File: src/rtl/crack_pkg.sv
// Shared types and constants for the RC4 key-search scheduler and its arbiter.
package crack_pkg;

  localparam int KEY_W    = 24;
  localparam int SEARCH_W = 22;
  localparam int BASE_W   = SEARCH_W + 1;

  localparam logic [1:0] LEDR_IDLE  = 2'b00;
  localparam logic [1:0] LEDR_FOUND = 2'b01;
  localparam logic [1:0] LEDR_FAIL  = 2'b10;

  typedef enum logic [2:0] {
    IDLE     = 3'd0,
    DISPATCH = 3'd1,
    DRAIN    = 3'd2,
    FOUND    = 3'd3,
    FAIL     = 3'd4
  } sched_state_t;

  // Last key of a chunk, clipped to the end of the search space.
  function automatic logic [KEY_W-1:0] clip_last(
    input logic [BASE_W-1:0]   base,
    input logic [SEARCH_W-1:0] chunk,
    input logic [SEARCH_W-1:0] last_key
  );
    logic [KEY_W-1:0] span_end;
    span_end = {1'b0, base} + {2'b00, chunk} - 24'd1;
    if (span_end > {2'b00, last_key}) begin
      return {2'b00, last_key};
    end else begin
      return span_end;
    end
  endfunction

endpackage

File: src/rtl/crack_core_scheduler_rr_arbiter.sv
// Round-robin arbiter: priority starts at the requester after the last winner.
module rr_arbiter #(
  parameter int N = 4
) (
  input  logic         clk,
  input  logic         rst,
  input  logic [N-1:0] req,
  input  logic         advance,
  output logic [N-1:0] grant
);

  localparam int PW = (N > 1) ? $clog2(N) : 1;
  localparam logic [PW+1:0] N_W = (PW+2)'(N);
  localparam logic [N-1:0]  ONE = {{(N-1){1'b0}}, 1'b1};

  logic [PW-1:0] last;
  logic [PW:0]   shift;
  logic [N-1:0]  rotated;
  logic [PW:0]   offset;
  logic [PW+1:0] sum;
  logic [PW-1:0] winner;
  logic          hit;

  // Rotate requests so the core after the last winner sits at bit 0, then take the lowest.
  always_comb begin
    shift   = {1'b0, last} + {{PW{1'b0}}, 1'b1};
    rotated = N'({req, req} >> shift);
    offset  = '0;
    for (int i = N - 1; i >= 0; i--) begin
      offset = rotated[i] ? (PW+1)'(i) : offset;
    end
    hit = |rotated;
    sum = {2'b00, last} + {1'b0, offset} + (PW+2)'(1);
    if (sum >= N_W) begin
      sum = sum - N_W;
    end else begin
      sum = sum;
    end
    winner = sum[PW-1:0];
    grant  = hit ? (ONE << winner) : '0;
  end

  // Pointer moves only when the top actually issues the grant.
  always_ff @(posedge clk) begin
    if (rst) begin
      last <= PW'(N - 1);
    end else if (advance && hit) begin
      last <= winner;
    end else begin
      last <= last;
    end
  end

endmodule

File: src/rtl/crack_core_scheduler.sv
// Hands out RC4 key chunks round-robin to NUM_CORES crackers, latches the first
// reported key, and signals failure once the space is exhausted and all cores idle.
module crack_core_scheduler
  import crack_pkg::*;
#(
  parameter int                  NUM_CORES    = 4,
  parameter logic [SEARCH_W-1:0] BEGIN_SEARCH = 22'd0,
  parameter logic [SEARCH_W-1:0] END_SEARCH   = 22'h3FFFFF,
  parameter logic [SEARCH_W-1:0] CHUNK_SIZE   = 22'd4096
) (
  input  logic                       clk,
  input  logic                       rst,
  input  logic                       Crack_Start,
  input  logic [NUM_CORES-1:0]       Core_Req,
  input  logic [NUM_CORES-1:0]       Core_Found,
  input  logic [NUM_CORES*KEY_W-1:0] Core_Key,
  output logic [NUM_CORES-1:0]       Core_Grant,
  output logic [KEY_W-1:0]           Chunk_Base,
  output logic [KEY_W-1:0]           Chunk_Last,
  output logic                       Core_Abort,
  output logic [KEY_W-1:0]           Secret_Key,
  output logic                       Valid_Key_Found,
  output logic [1:0]                 LEDR
);

  sched_state_t         state, state_nx;
  logic [BASE_W-1:0]    next_base, base_nx;
  logic [NUM_CORES-1:0] arb_req, arb_grant, grant_nx;
  logic [KEY_W-1:0]     chunk_base_nx, chunk_last_nx, key_nx, found_key;
  logic                 abort_nx, vkf_nx, issue, any_found, exhausted;
  logic [1:0]           ledr_nx;

  // A core still sees its grant this cycle, so it cannot be granted again until it drops Core_Req.
  assign arb_req = Core_Req & ~Core_Grant;

  rr_arbiter #(.N(NUM_CORES)) u_arb (
    .clk     (clk),
    .rst     (rst),
    .req     (arb_req),
    .advance (issue),
    .grant   (arb_grant)
  );

  // Lowest-indexed reporting core wins.
  always_comb begin
    found_key = '0;
    for (int i = NUM_CORES - 1; i >= 0; i--) begin
      found_key = Core_Found[i] ? Core_Key[KEY_W*i +: KEY_W] : found_key;
    end
  end

  // Next-state and next-output logic; found always beats a pending grant.
  always_comb begin
    state_nx      = state;
    base_nx       = next_base;
    grant_nx      = '0;
    chunk_base_nx = '0;
    chunk_last_nx = '0;
    abort_nx      = Core_Abort;
    key_nx        = Secret_Key;
    vkf_nx        = Valid_Key_Found;
    ledr_nx       = LEDR;
    issue         = 1'b0;
    any_found     = |Core_Found;
    exhausted     = next_base > {1'b0, END_SEARCH};
    case (state)
      IDLE, FOUND, FAIL: begin
        if (Crack_Start) begin
          state_nx = DISPATCH;
          base_nx  = {1'b0, BEGIN_SEARCH};
          key_nx   = '0;
          vkf_nx   = 1'b0;
          ledr_nx  = LEDR_IDLE;
          abort_nx = 1'b0;
        end else begin
          state_nx = state;
        end
      end
      DISPATCH: begin
        if (any_found) begin
          state_nx = FOUND;
          key_nx   = found_key;
          vkf_nx   = 1'b1;
          ledr_nx  = LEDR_FOUND;
          abort_nx = 1'b1;
        end else if (exhausted) begin
          state_nx = DRAIN;
        end else if (|arb_grant) begin
          issue         = 1'b1;
          grant_nx      = arb_grant;
          chunk_base_nx = {1'b0, next_base};
          chunk_last_nx = clip_last(next_base, CHUNK_SIZE, END_SEARCH);
          base_nx       = next_base + {1'b0, CHUNK_SIZE};
        end else begin
          state_nx = DISPATCH;
        end
      end
      DRAIN: begin
        if (any_found) begin
          state_nx = FOUND;
          key_nx   = found_key;
          vkf_nx   = 1'b1;
          ledr_nx  = LEDR_FOUND;
          abort_nx = 1'b1;
        end else if (&arb_req) begin
          state_nx = FAIL;
          key_nx   = '0;
          vkf_nx   = 1'b0;
          ledr_nx  = LEDR_FAIL;
        end else begin
          state_nx = DRAIN;
        end
      end
      default: begin
        state_nx = IDLE;
      end
    endcase
  end

  // State, search pointer and all registered outputs.
  always_ff @(posedge clk) begin
    if (rst) begin
      state           <= IDLE;
      next_base       <= {1'b0, BEGIN_SEARCH};
      Core_Grant      <= '0;
      Chunk_Base      <= '0;
      Chunk_Last      <= '0;
      Core_Abort      <= 1'b0;
      Secret_Key      <= '0;
      Valid_Key_Found <= 1'b0;
      LEDR            <= LEDR_IDLE;
    end else begin
      state           <= state_nx;
      next_base       <= base_nx;
      Core_Grant      <= grant_nx;
      Chunk_Base      <= chunk_base_nx;
      Chunk_Last      <= chunk_last_nx;
      Core_Abort      <= abort_nx;
      Secret_Key      <= key_nx;
      Valid_Key_Found <= vkf_nx;
      LEDR            <= ledr_nx;
    end
  end

endmodule

File: config.mk
export PLATFORM = sky130hd
export DESIGN_NAME = crack_core_scheduler
export DESIGN_NICKNAME = d
export VERILOG_FILES = /design/src/rtl/crack_pkg.sv /design/src/rtl/crack_core_scheduler_rr_arbiter.sv /design/src/rtl/crack_core_scheduler.sv
export SDC_FILE = /design/constraint.sdc
export NUM_CORES = 1
export LEC_CHECK = 0
export BUFFER_PORTS_ARGS = -buffer_cell sky130_fd_sc_hd__buf_2
export CAP_MARGIN = 5
export CORE_AREA = 2 2 93 95
export DETAILED_ROUTE_END_ITERATION = 7
export DIE_AREA = 0 0 95 97
export GPL_TIMING_DRIVEN = 0
export PLACE_DENSITY = 0.79
export SKIP_LAST_GASP = 1
export SLEW_MARGIN = 20
export SYNTH_ARGS = -nofsm -noshare
export SYNTH_HDL_FRONTEND = slang
export SYNTH_SLANG_ARGS = --single-unit
File: constraint.sdc
create_clock -name clk -period 3.2 [get_ports clk]
set_input_delay 0 -clock clk [delete_from_list [all_inputs] [get_ports clk]]
set_output_delay 0 -clock clk [all_outputs]
set_load 0.005 [all_outputs]
# Word-level counts from Yosys, hierarchy flattened
# Index checks and enable logic that the tools add are counted.
[word_totals]
in_bits = 107
output_inout_bits = 80
reg_bits = 108
[op_classes]
order_cmp = 3
addsub = 7
n_eq_ne = 12
shifts = 2
n_reduce_logical = 18
n_mux = 43
bitwise = 4
[op_table]
columns = ["cell", "count"]
rows = [
  ["two-way mux 24 bit", 8],
  ["two-way mux 23 bit", 4],
  ["case mux 24 bit (3 select lines)", 1],
  ["case mux 23 bit (2 select lines)", 1],
  ["two-way mux 3 bit", 9],
  ["adder 23 x 13 -> 24 bit, second input constant", 1],
  ["> comparator 24 x 22 -> 1 bit, second input constant", 1],
  ["subtractor 24 x 1 -> 24 bit, second input constant", 1],
  ["adder 23 x 13 -> 23 bit, second input constant", 1],
  ["> comparator 23 x 22 -> 1 bit, second input constant", 1],
  ["two-way mux 22 bit", 1],
  ["two-way mux 2 bit", 6],
  ["OR reduction 4 bit", 3],
  ["inequality test 2 bit, second input constant", 5],
  ["case mux 3 bit (3 select lines)", 1],
  ["OR reduction 9 bit", 1],
  ["two-way mux 1 bit", 8],
  ["AND reduction 4 bit", 2],
  ["OR reduction 8 bit", 1],
  ["right shift 8 x 3 -> 4 bit", 1],
  ["OR reduction 7 bit", 1],
  ["== test 3 x 2 -> 1 bit, second input constant", 2],
  ["case mux 2 bit (3 select lines)", 1],
  ["AND reduction 5 bit", 1],
  ["25 further kinds", 27],
]

# Depth between registers and ports, before layout
# Gate-level depths: netlist of the first run.
[depth]
depth_word = 19
depth_mapped = 14
ltp_nobuf = 12

# Modules after synthesis
# Synthesis of the first run repeated with hierarchy kept, for this count alone.
[unflattened]
cells_unflattened = 461
area_unflattened_um2 = 3689.8
[by_module_without_submodules]
columns = ["mod", "area_per_inst_um2", "n_inst", "seq_area_each_um2", "cells_each"]
rows = [
  ["crack_core_scheduler", 3347.0, 1, 1381.3, 414],
  ["rr_arbiter", 342.8, 1, 40.0, 47],
]

# Worst setup path after synthesis of the first run
# No wires, ideal clock.
[synth_path]
kind = "register to register"
startpoint = "register u_arb.last[0]"
endpoint = "register next_base[20]"
slack_ns = 0.253
path_stages_with_launch = 13
required_time_ns = 3.129
setup_time_ns = 0.071
t_arrival_ns = 2.877
path_cell_list = "dfxtp_1 -> clkbuf_1 -> inv_1 -> or4_1 -> o221ai_1 -> a21oi_1 -> ha_1 -> a31oi_1 -> o2bb2ai_2 -> o21ai_4 -> buf_6 -> or4_1 -> a21oi_1"
[synth_between]
elab_chain_len = 15
word_cells_on_any_way = 17
[synth_rtl]
columns = ["element", "line_no", "source"]
rows = [
  ["start, declared", "crack_core_scheduler_rr_arbiter.sv:16", "logic [PW-1:0] last;"],
  ["start signal, assigned", "crack_core_scheduler_rr_arbiter.sv:46", "last <= PW'(N - 1);"],
  ["start signal, assigned", "crack_core_scheduler_rr_arbiter.sv:48", "last <= winner;"],
  ["start signal, assigned", "crack_core_scheduler_rr_arbiter.sv:50", "last <= last;"],
  ["adder 2 x 1 -> 3 bit", "crack_core_scheduler_rr_arbiter.sv:26", "shift = {1'b0, last} + {{PW{1'b0}}, 1'b1};"],
  ["right shift 8 x 3 -> 4 bit", "crack_core_scheduler_rr_arbiter.sv:27", "rotated = N'({req, req} >> shift);"],
  ["two-way mux 2 bit", "crack_core_scheduler_rr_arbiter.sv:30", "offset = rotated[i] ? (PW+1)'(i) : offset;"],
  ["two-way mux 3 bit (3 in a row)", "crack_core_scheduler_rr_arbiter.sv:30", ""],
  ["adder 2 x 3 -> 4 bit", "crack_core_scheduler_rr_arbiter.sv:33", "sum = {2'b00, last} + {1'b0, offset} + (PW+2)'(1);"],
  ["adder 4 x 1 -> 4 bit", "crack_core_scheduler_rr_arbiter.sv:33", ""],
  [">= comparator 4 x 3 -> 1 bit / subtractor 2 x 1 -> 2 bit (equally long branches)", "crack_core_scheduler_rr_arbiter.sv:34, crack_core_scheduler_rr_arbiter.sv:35", ""],
  ["two-way mux 2 bit", "crack_core_scheduler_rr_arbiter.sv:34", "if (sum >= N_W) begin"],
  ["left shift 1 x 2 -> 4 bit", "crack_core_scheduler_rr_arbiter.sv:40", "grant = hit ? (ONE << winner) : '0;"],
  ["two-way mux 4 bit (*)", "crack_core_scheduler_rr_arbiter.sv:40", ""],
  ["OR reduction 4 bit (*)", "crack_core_scheduler.sv:88", "end else if (|arb_grant) begin"],
  ["inequality test 2 bit (no source line) (*)", "-", ""],
  ["AND reduction 5 bit (no source line) (*)", "-", ""],
  ["end signal, assigned", "crack_core_scheduler.sv:124", "next_base <= {1'b0, BEGIN_SEARCH};"],
  ["end signal, assigned", "crack_core_scheduler.sv:134", "next_base <= base_nx;"],
  ["end, declared", "crack_core_scheduler.sv:27", "logic [BASE_W-1:0] next_base, base_nx;"],
]
# Mark *: on every way between the ends. The rest lies on a longest branch, timed or not.
# A chain may end at the register's enable or synchronous reset.

# Worst setup path in the final report of the first run
[layout_path]
startpoint = "register Core_Grant[1]"
endpoint = "register next_base[21]"
[layout_between]
elab_chain_len = 16
word_cells_on_any_way = 18
[layout_rtl]
columns = ["element", "line_no", "source"]
rows = [
  ["start, declared", "crack_core_scheduler.sv:17", "output logic [NUM_CORES-1:0] Core_Grant,"],
  ["start signal, assigned", "crack_core_scheduler.sv:135", "Core_Grant <= grant_nx;"],
  ["NOT 4 bit (*)", "crack_core_scheduler.sv:34", "assign arb_req = Core_Req & ~Core_Grant;"],
  ["AND 4 bit (*)", "crack_core_scheduler.sv:34", ""],
  ["right shift 8 x 3 -> 4 bit (*)", "crack_core_scheduler_rr_arbiter.sv:27", ""],
  ["two-way mux 2 bit", "crack_core_scheduler_rr_arbiter.sv:30", ""],
  ["two-way mux 3 bit (3 in a row)", "crack_core_scheduler_rr_arbiter.sv:30", ""],
  ["adder 2 x 3 -> 4 bit", "crack_core_scheduler_rr_arbiter.sv:33", ""],
  ["adder 4 x 1 -> 4 bit", "crack_core_scheduler_rr_arbiter.sv:33", ""],
  [">= comparator 4 x 3 -> 1 bit / subtractor 2 x 1 -> 2 bit (equally long branches)", "crack_core_scheduler_rr_arbiter.sv:34, crack_core_scheduler_rr_arbiter.sv:35", ""],
  ["two-way mux 2 bit", "crack_core_scheduler_rr_arbiter.sv:34", ""],
  ["left shift 1 x 2 -> 4 bit", "crack_core_scheduler_rr_arbiter.sv:40", ""],
  ["two-way mux 4 bit (*)", "crack_core_scheduler_rr_arbiter.sv:40", ""],
  ["OR reduction 4 bit (*)", "crack_core_scheduler.sv:88", ""],
  ["inequality test 2 bit (no source line) (*)", "-", ""],
  ["AND reduction 5 bit (no source line) (*)", "-", ""],
]
# Marked as above.

==> results.json, run 1 <==
{
  "cts_tree": "yes",
  "die_x_microns": 95,
  "hp-class": "input pin to flip-flop",
  "p_int_uw": 1460,
  "area_growth_pct": 35.1,
  "clockBufferDepth": 2,
  "leakagePower_uw": 0.00233,
  "relSlewSlack_pct": 38.2,
  "ys.flop_type": "dfxtp_1",
  "synth.avg_cell_area_sq_um": 8.37,
  "p_per_area_nw_per_um2": 422,
  "clk_pin_slew_ns": 0.08,
  "grt_pass1_wl_microns": 17600,
  "switchingPower_uw": 630,
  "final_common_cell": "buf_2",
  "syn-cell-area_sq_um": 3680,
  "ios": 187,
  "arrival_ns": 3.29,
  "period_needed_ns": 3.01,
  "initial_core_util_pct": 45.2,
  "synth-seq-area-share_pct": 38.7,
  "seq_power_share_pct": 45.5,
  "grt_max_degree": 14,
  "ys_types": 50,
  "seq_area_sq_um": 1420,
  "fin_ws_ns": 0.189,
  "end_kind": "flip-flop",
  "cts_hold_buf": 0,
  "multiInputGateArea_sq_um": 1980,
  "ys_warn_count": 0,
  "p_comb_share_pct": 23.2,
  "max_cap_violations": 0,
  "fin_crit_sh_pct": 94.1,
  "place_inst": 730,
  "routabilityCongestion": 0.899,
  "run_status": "complete, no violations",
  "gr-total-overflow": 0,
  "drive_gt1_share_pct": 36.2,
  "viasPerCell": 5.28,
  "maxSlewViolCount": 0,
  "final_cell_mix": "buf_2, dfxtp_1, a21oi_1",
  "pwr-share-clk_pct": 31.3,
  "core-area_sq_um": 8130,
  "nets": 748,
  "routedWlPerCell_microns": 15.1,
  "grt.total_usage_pct": 24.0,
  "hpwl_microns": 9080,
  "critPathKind": "flip-flop to flip-flop",
  "fin_cells": 750,
  "die_h_microns": 97,
  "synthCells": 439,
  "cp_max_fo": 10,
  "crit_required_ns": 3.48,
  "tightestPinTransition_ns": 0.919,
  "drc_errors": 0,
  "ir_worst_vdd_v": 0.000186,
  "cts.sinks": 71,
  "port_buffers": 171,
  "hold_viol": 0,
  "ys_seq_elements": 71,
  "root_buffer": "clkbuf_8",
  "first_iter_violations": 173,
  "wl_microns": 11300,
  "dp_slack_ns": -0.180,
  "cts_buffers": 9,
  "async_flop_share_pct": 0,
  "first_pass_iters": 5,
  "hold_ws_ns": 0.0193,
  "max_freq_ghz": 0.332,
  "clock_skew_ns": 0.00991,
  "worstSkewPairLatency_ns": 0.35,
  "ant_nets": 0,
  "nFillCells": 715,
  "dr_total_vias": 3959,
  "grt_pass1_vias": 3752,
  "cts_max_level": 3,
  "netSwitchingFraction_pct": 30.1,
  "row_count": 33,
  "crit_path_start_kind": "flip-flop",
  "finalSetupViolations": 0,
  "rsz0062_at_grt": "false",
  "die_area_sq_um": 9220,
  "antenna_found_initial": 2,
  "synth_edf_count": 0
}
## final cells by class
cell class,count,area share [%]
Inverter,8,0.605
Antenna cell,2,0.101
Timing Repair Buffer,174,17.7
Buffer,57,6.75
Sequential cell,71,28.6
Tap cell,105,2.65
Clock inverter,6,0.857
Multi-Input combinational cell,317,39.9
Clock buffer,10,2.77
## timing repair
action | CTS | global route
endpoints found under the hold margin | 0 | 0
gates resized for setup | 1 | 10
endpoints found under the setup margin | 12 | 25
buffers inserted | 1 | 2
## cells in the mapped netlist, types with 2 or more instances
| master | instances | area [sq um] |
|---|---|---|
| a31oi_1 | 4 | 25.0 |
| buf_4 | 25 | 188 |
| dfxtp_1 | 71 | 1420 |
| a211oi_1 | 4 | 30.0 |
| a21o_1 | 3 | 22.5 |
| or3_1 | 3 | 18.8 |
| ha_1 | 3 | 37.5 |
| xor2_1 | 3 | 26.3 |
| a221oi_1 | 24 | 210 |
| buf_1 | 2 | 7.51 |
| nand2b_1 | 7 | 43.8 |
| xnor2_1 | 3 | 26.3 |
| or4_1 | 7 | 52.6 |
| nand3b_1 | 2 | 15.0 |
| buf_6 | 3 | 33.8 |
| o31ai_1 | 7 | 52.6 |
| clkbuf_1 | 27 | 101 |
| and2_1 | 16 | 100 |
| a2bb2oi_1 | 23 | 201 |
| and3_1 | 4 | 25.0 |
| inv_1 | 7 | 26.3 |
| nor2_1 | 40 | 150 |
| nand3_1 | 5 | 25.0 |
| o21ai_0 | 9 | 45.0 |
| a21oi_1 | 43 | 215 |
| nor3_1 | 26 | 130 |
| o2111ai_1 | 3 | 26.3 |
| o211ai_1 | 2 | 15.0 |
| nand2_1 | 15 | 56.3 |
| nor2b_1 | 28 | 175 |
## routing by layer
metal	global-route usage, %	vias up	part of all wire [%]
met5	0	-	0
li1	-	1945	-
met4	7.92	0	2.1
met2	42.2	211	50
met1	28.3	1778	40
met3	5.45	25	8.2
## critical path, stage by stage, from the launching register on
cell and delay [ns]:
dfxtp_1 0.34, nor2b_1 0.12, clkbuf_4 0.20, nor2_1 0.06, or4_1 0.50, o221ai_1 0.09
a21oi_1 0.10, ha_2 0.25, a31oi_4 0.19, o2bb2ai_4 0.19, o21ai_4 0.09, buf_6 0.14
or4_1 0.52, a21oi_1 0.17
## path summary, 6_finish.rpt
kind	startpoint	endpoint	slack (ns)	cells after the start
worst max register to register	Core_Grant[1]	next_base[21]	0.19	13
worst min-delay path	rst	u_arb.last[1]	0.02	3
worst max-delay path	Core_Grant[1]	next_base[21]	0.19	13
worst min register to register	Secret_Key[20]	Secret_Key[20]	0.49	2
## cells by family after synthesis
logic type      count (synthesis)  share of synthesized area [%]
compound gates                130                           25.2
xor+xnor                        6                           1.43
fa+ha+maj                       3                           1.02
buf+inv                        66                           9.94
flops                          71                           38.7
mux                             1                          0.272
other cells                     1                          0.102
simple gates                  161                           23.4
## power groups by stage
| stage | clock network [uW] | registers (uW) | logic, uW |
|---|---|---|---|
| 6_report | 656 | 953 | 485 |
| 5_1_grt | 698 | 958 | 534 |
| 4_1_cts | 660 | 952 | 477 |
| 3_5_place_dp | 0 | 971 | 476 |
| 3_3_place_gp | 0 | 970 | 466 |
| 2_1_floorplan | 0 | 971 | 294 |
## flip-flops by register name, summed over array words and instances, names as in the netlist
signal      cells
Chunk_Last     13
Core_Grant      4
Chunk_Base     11
Core_Abort      1
state           3
u_arb.last      2
LEDR            2
Secret_Key     24
next_base      11
## metrics by stage
step / area, sq um / TNS [ns] / util [%] / power [uW]
floorplan: 3730 / 0 / - / 1270
global placement: 4720 / -0.315 / 58.0 / 1440
detailed placement: 4720 / -1.77 / 58.0 / 1450
CTS: 4900 / 0 / 60.3 / 2090
global route: 4960 / 0 / 61.0 / 2190
finish: 4970 / 0 / 61.1 / 2090
Power figures use the tool's default switching activity.
==> run 2: changes to the inputs <==
--- a/config.mk
+++ b/config.mk
@@ -7,11 +7,11 @@
 export LEC_CHECK = 0
 export BUFFER_PORTS_ARGS = -buffer_cell sky130_fd_sc_hd__buf_2
 export CAP_MARGIN = 5
-export CORE_AREA = 2 2 93 95
+export CORE_AREA = 2 2 94 105
 export DETAILED_ROUTE_END_ITERATION = 7
-export DIE_AREA = 0 0 95 97
+export DIE_AREA = 0 0 96 107
 export GPL_TIMING_DRIVEN = 0
-export PLACE_DENSITY = 0.79
+export PLACE_DENSITY = 0.85
 export SKIP_LAST_GASP = 1
 export SLEW_MARGIN = 20
 export SYNTH_ARGS = -nofsm -noshare
==> constraint.sdc (replaced) <==
create_clock -name clk -period 2.5 [get_ports clk]
set_input_delay 0 -clock clk [delete_from_list [all_inputs] [get_ports clk]]
set_output_delay 0 -clock clk [all_outputs]
set_load 0.005 [all_outputs]
==> results.json, run 2 (same netlist as run 1, synthesis figures left out) <==
{
  "leakagePower_uw": 0.00248,
  "cts.sinks": 71,
  "drc_errors": 0,
  "first_pass_iters": 5,
  "core-area_sq_um": 9210,
  "ir_worst_vdd_v": 0.000246,
  "die_area_sq_um": 10300,
  "run_status": "finished, violations left",
  "port_buffers": 171,
  "clock_skew_ns": 0.00995,
  "die_x_microns": 96,
  "cts_buffers": 9,
  "hold_viol": 0,
  "clockBufferDepth": 2,
  "first_iter_violations": 179,
  "grt_max_degree": 14,
  "routabilityCongestion": 0.865,
  "viasPerCell": 5.23,
  "cts_max_level": 3,
  "rsz0062_at_grt": "true",
  "worst_path_most_repeated_cell": "buf_4",
  "initial_core_util_pct": 39.9,
  "root_buffer": "clkbuf_8",
  "crit_required_ns": 2.73,
  "cp_slowest_cell": "or4_4",
  "place_inst": 742,
  "gr-total-overflow": 0,
  "grt_pass1_wl_microns": 17900,
  "area_growth_pct": 45.1,
  "crit_path_start_kind": "flip-flop",
  "routedWlPerCell_microns": 15.1,
  "tightestPinTransition_ns": 0.904,
  "critPathKind": "flip-flop to flip-flop",
  "fin_cells": 781,
  "post-route-util_pct": 57.9,
  "drive_gt1_share_pct": 41.7,
  "cts_tree": "yes",
  "antenna_found_initial": 0,
  "die_h_microns": 107,
  "cp_top_family": "compound AO/OA/AOI/OAI gates",
  "wl_microns": 11800,
  "violations": "negative setup slack",
  "cp_max_fo": 4,
  "nFillCells": 828,
  "arrival_ns": 3.06,
  "fin_ws_ns": -0.331,
  "final_cell_mix": "buf_2, dfxtp_1, buf_4",
  "ios": 187,
  "row_count": 37,
  "relSlewSlack_pct": 39.2,
  "p_per_area_nw_per_um2": 547,
  "grt_pass1_vias": 3885,
  "clk_pin_slew_ns": 0.08,
  "num_antenna_cells": 0,
  "final_common_cell": "buf_2",
  "finalSetupViolations": 38,
  "fin_crit_sh_pct": 113,
  "ant_nets": 0,
  "worstSkewPairLatency_ns": 0.36,
  "grt.total_usage_pct": 22.2,
  "max_stage_delay_ns": 0.52,
  "max_cap_violations": 0,
  "largestRegisters": "Secret_Key: 24 flops, Chunk_Last: 13 flops",
  "cp_cell_sequence": "nor2b_1, buf_4, nor2_4, or4_4, o221ai_2, a21oi_4, ha_4, a31oi_4, o2bb2ai_4, o21ai_4, buf_6, buf_4, o31ai_1, a21oi_2",
  "largest-register": "Secret_Key",
  "dr_total_vias": 4084,
  "hpwl_microns": 8920,
  "maxSlewViolCount": 0,
  "hold_ws_ns": 0.00867,
  "largest_reg_flops": 24,
  "finalPower_uw": 2920,
  "nets": 769,
  "hp-class": "input pin to flip-flop",
  "end_kind": "flip-flop",
  "max_freq_ghz": 0.353,
  "period_needed_ns": 2.83,
  "cp_num_buf_inv": 3
}
run 2: changes by cell type in the layout (fill, tap and decap cells not counted), sizes merged:
cell         change
buf             +20
bufinv           +2
clkinv           -1
clkinvlp         +1
diode            -2
dlygate4sd3      +1
inv              -2
run 2: worst paths after layout:
path	startpoint	to	slack [ns]	cells after the start
worst max-delay path	Core_Grant[1]	next_base[20]	-0.33	14
worst min-delay path	Core_Key[22]	Secret_Key[22]	0.009	4
worst max register to register	Core_Grant[1]	next_base[20]	-0.33	14
worst min register to register	Secret_Key[6]	Secret_Key[6]	0.49	2
run 2: per-stage QoR:
step / setup slack [ns] / setup TNS (ns) / instance area [sq um]
final: -0.331 / -5.96 / 5330
after global placement: -0.376 / -7.36 / 4790
after CTS: -0.302 / -6.61 / 5200
after floorplan: -0.205 / -1.74 / 3790
after global routing: -0.430 / -9.50 / 5330
after detailed placement: -0.445 / -10.73 / 4790
run 2: repair_timing:
item,4_1_cts,5_1_grt
setup endpoints to repair,57,58
pin swaps,13,6
hold buffers,1,0
hold endpoints to repair,1,0
gates resized for setup,14,24
buffers inserted,17,5
run 2: final cells by class:
class                      count  area [sq um]  area share [%]
buffer                        58           360            6.76
clock inverter                 6          92.6            1.74
sequential                    71          1420            26.7
tap                          117           146            2.74
timing repair buffer         194          1030            19.4
inverter                       8          36.3           0.680
clock buffer                  10           128            2.39
multi-input combinational    317          2110            39.6
run 2: metal layers:
| layer | global-route usage, % | part of all wire [%] | vias to the layer above |
|---|---|---|---|
| met5 | 0 | 0 | - |
| met4 | 8.98 | 2.0 | 0 |
| met3 | 3.30 | 6.8 | 21 |
| met2 | 40.8 | 53 | 202 |
| met1 | 24.9 | 38 | 1870 |
| li1 | - | - | 1991 |
run 2: tightest hold or removal path: cells and delay by family:
family	cells	cell delay, ns
AOI/OAI and AO/OA	2	0.19
and+or+nand+nor	1	0.07
buffers and inverters	1	0.07
run 2: power by group:
group	internal [uW]	leakage [uW]	switching, uW
clock network	567	0.000103	458
logic	330	0.00180	345
registers	1190	0.000577	30.4
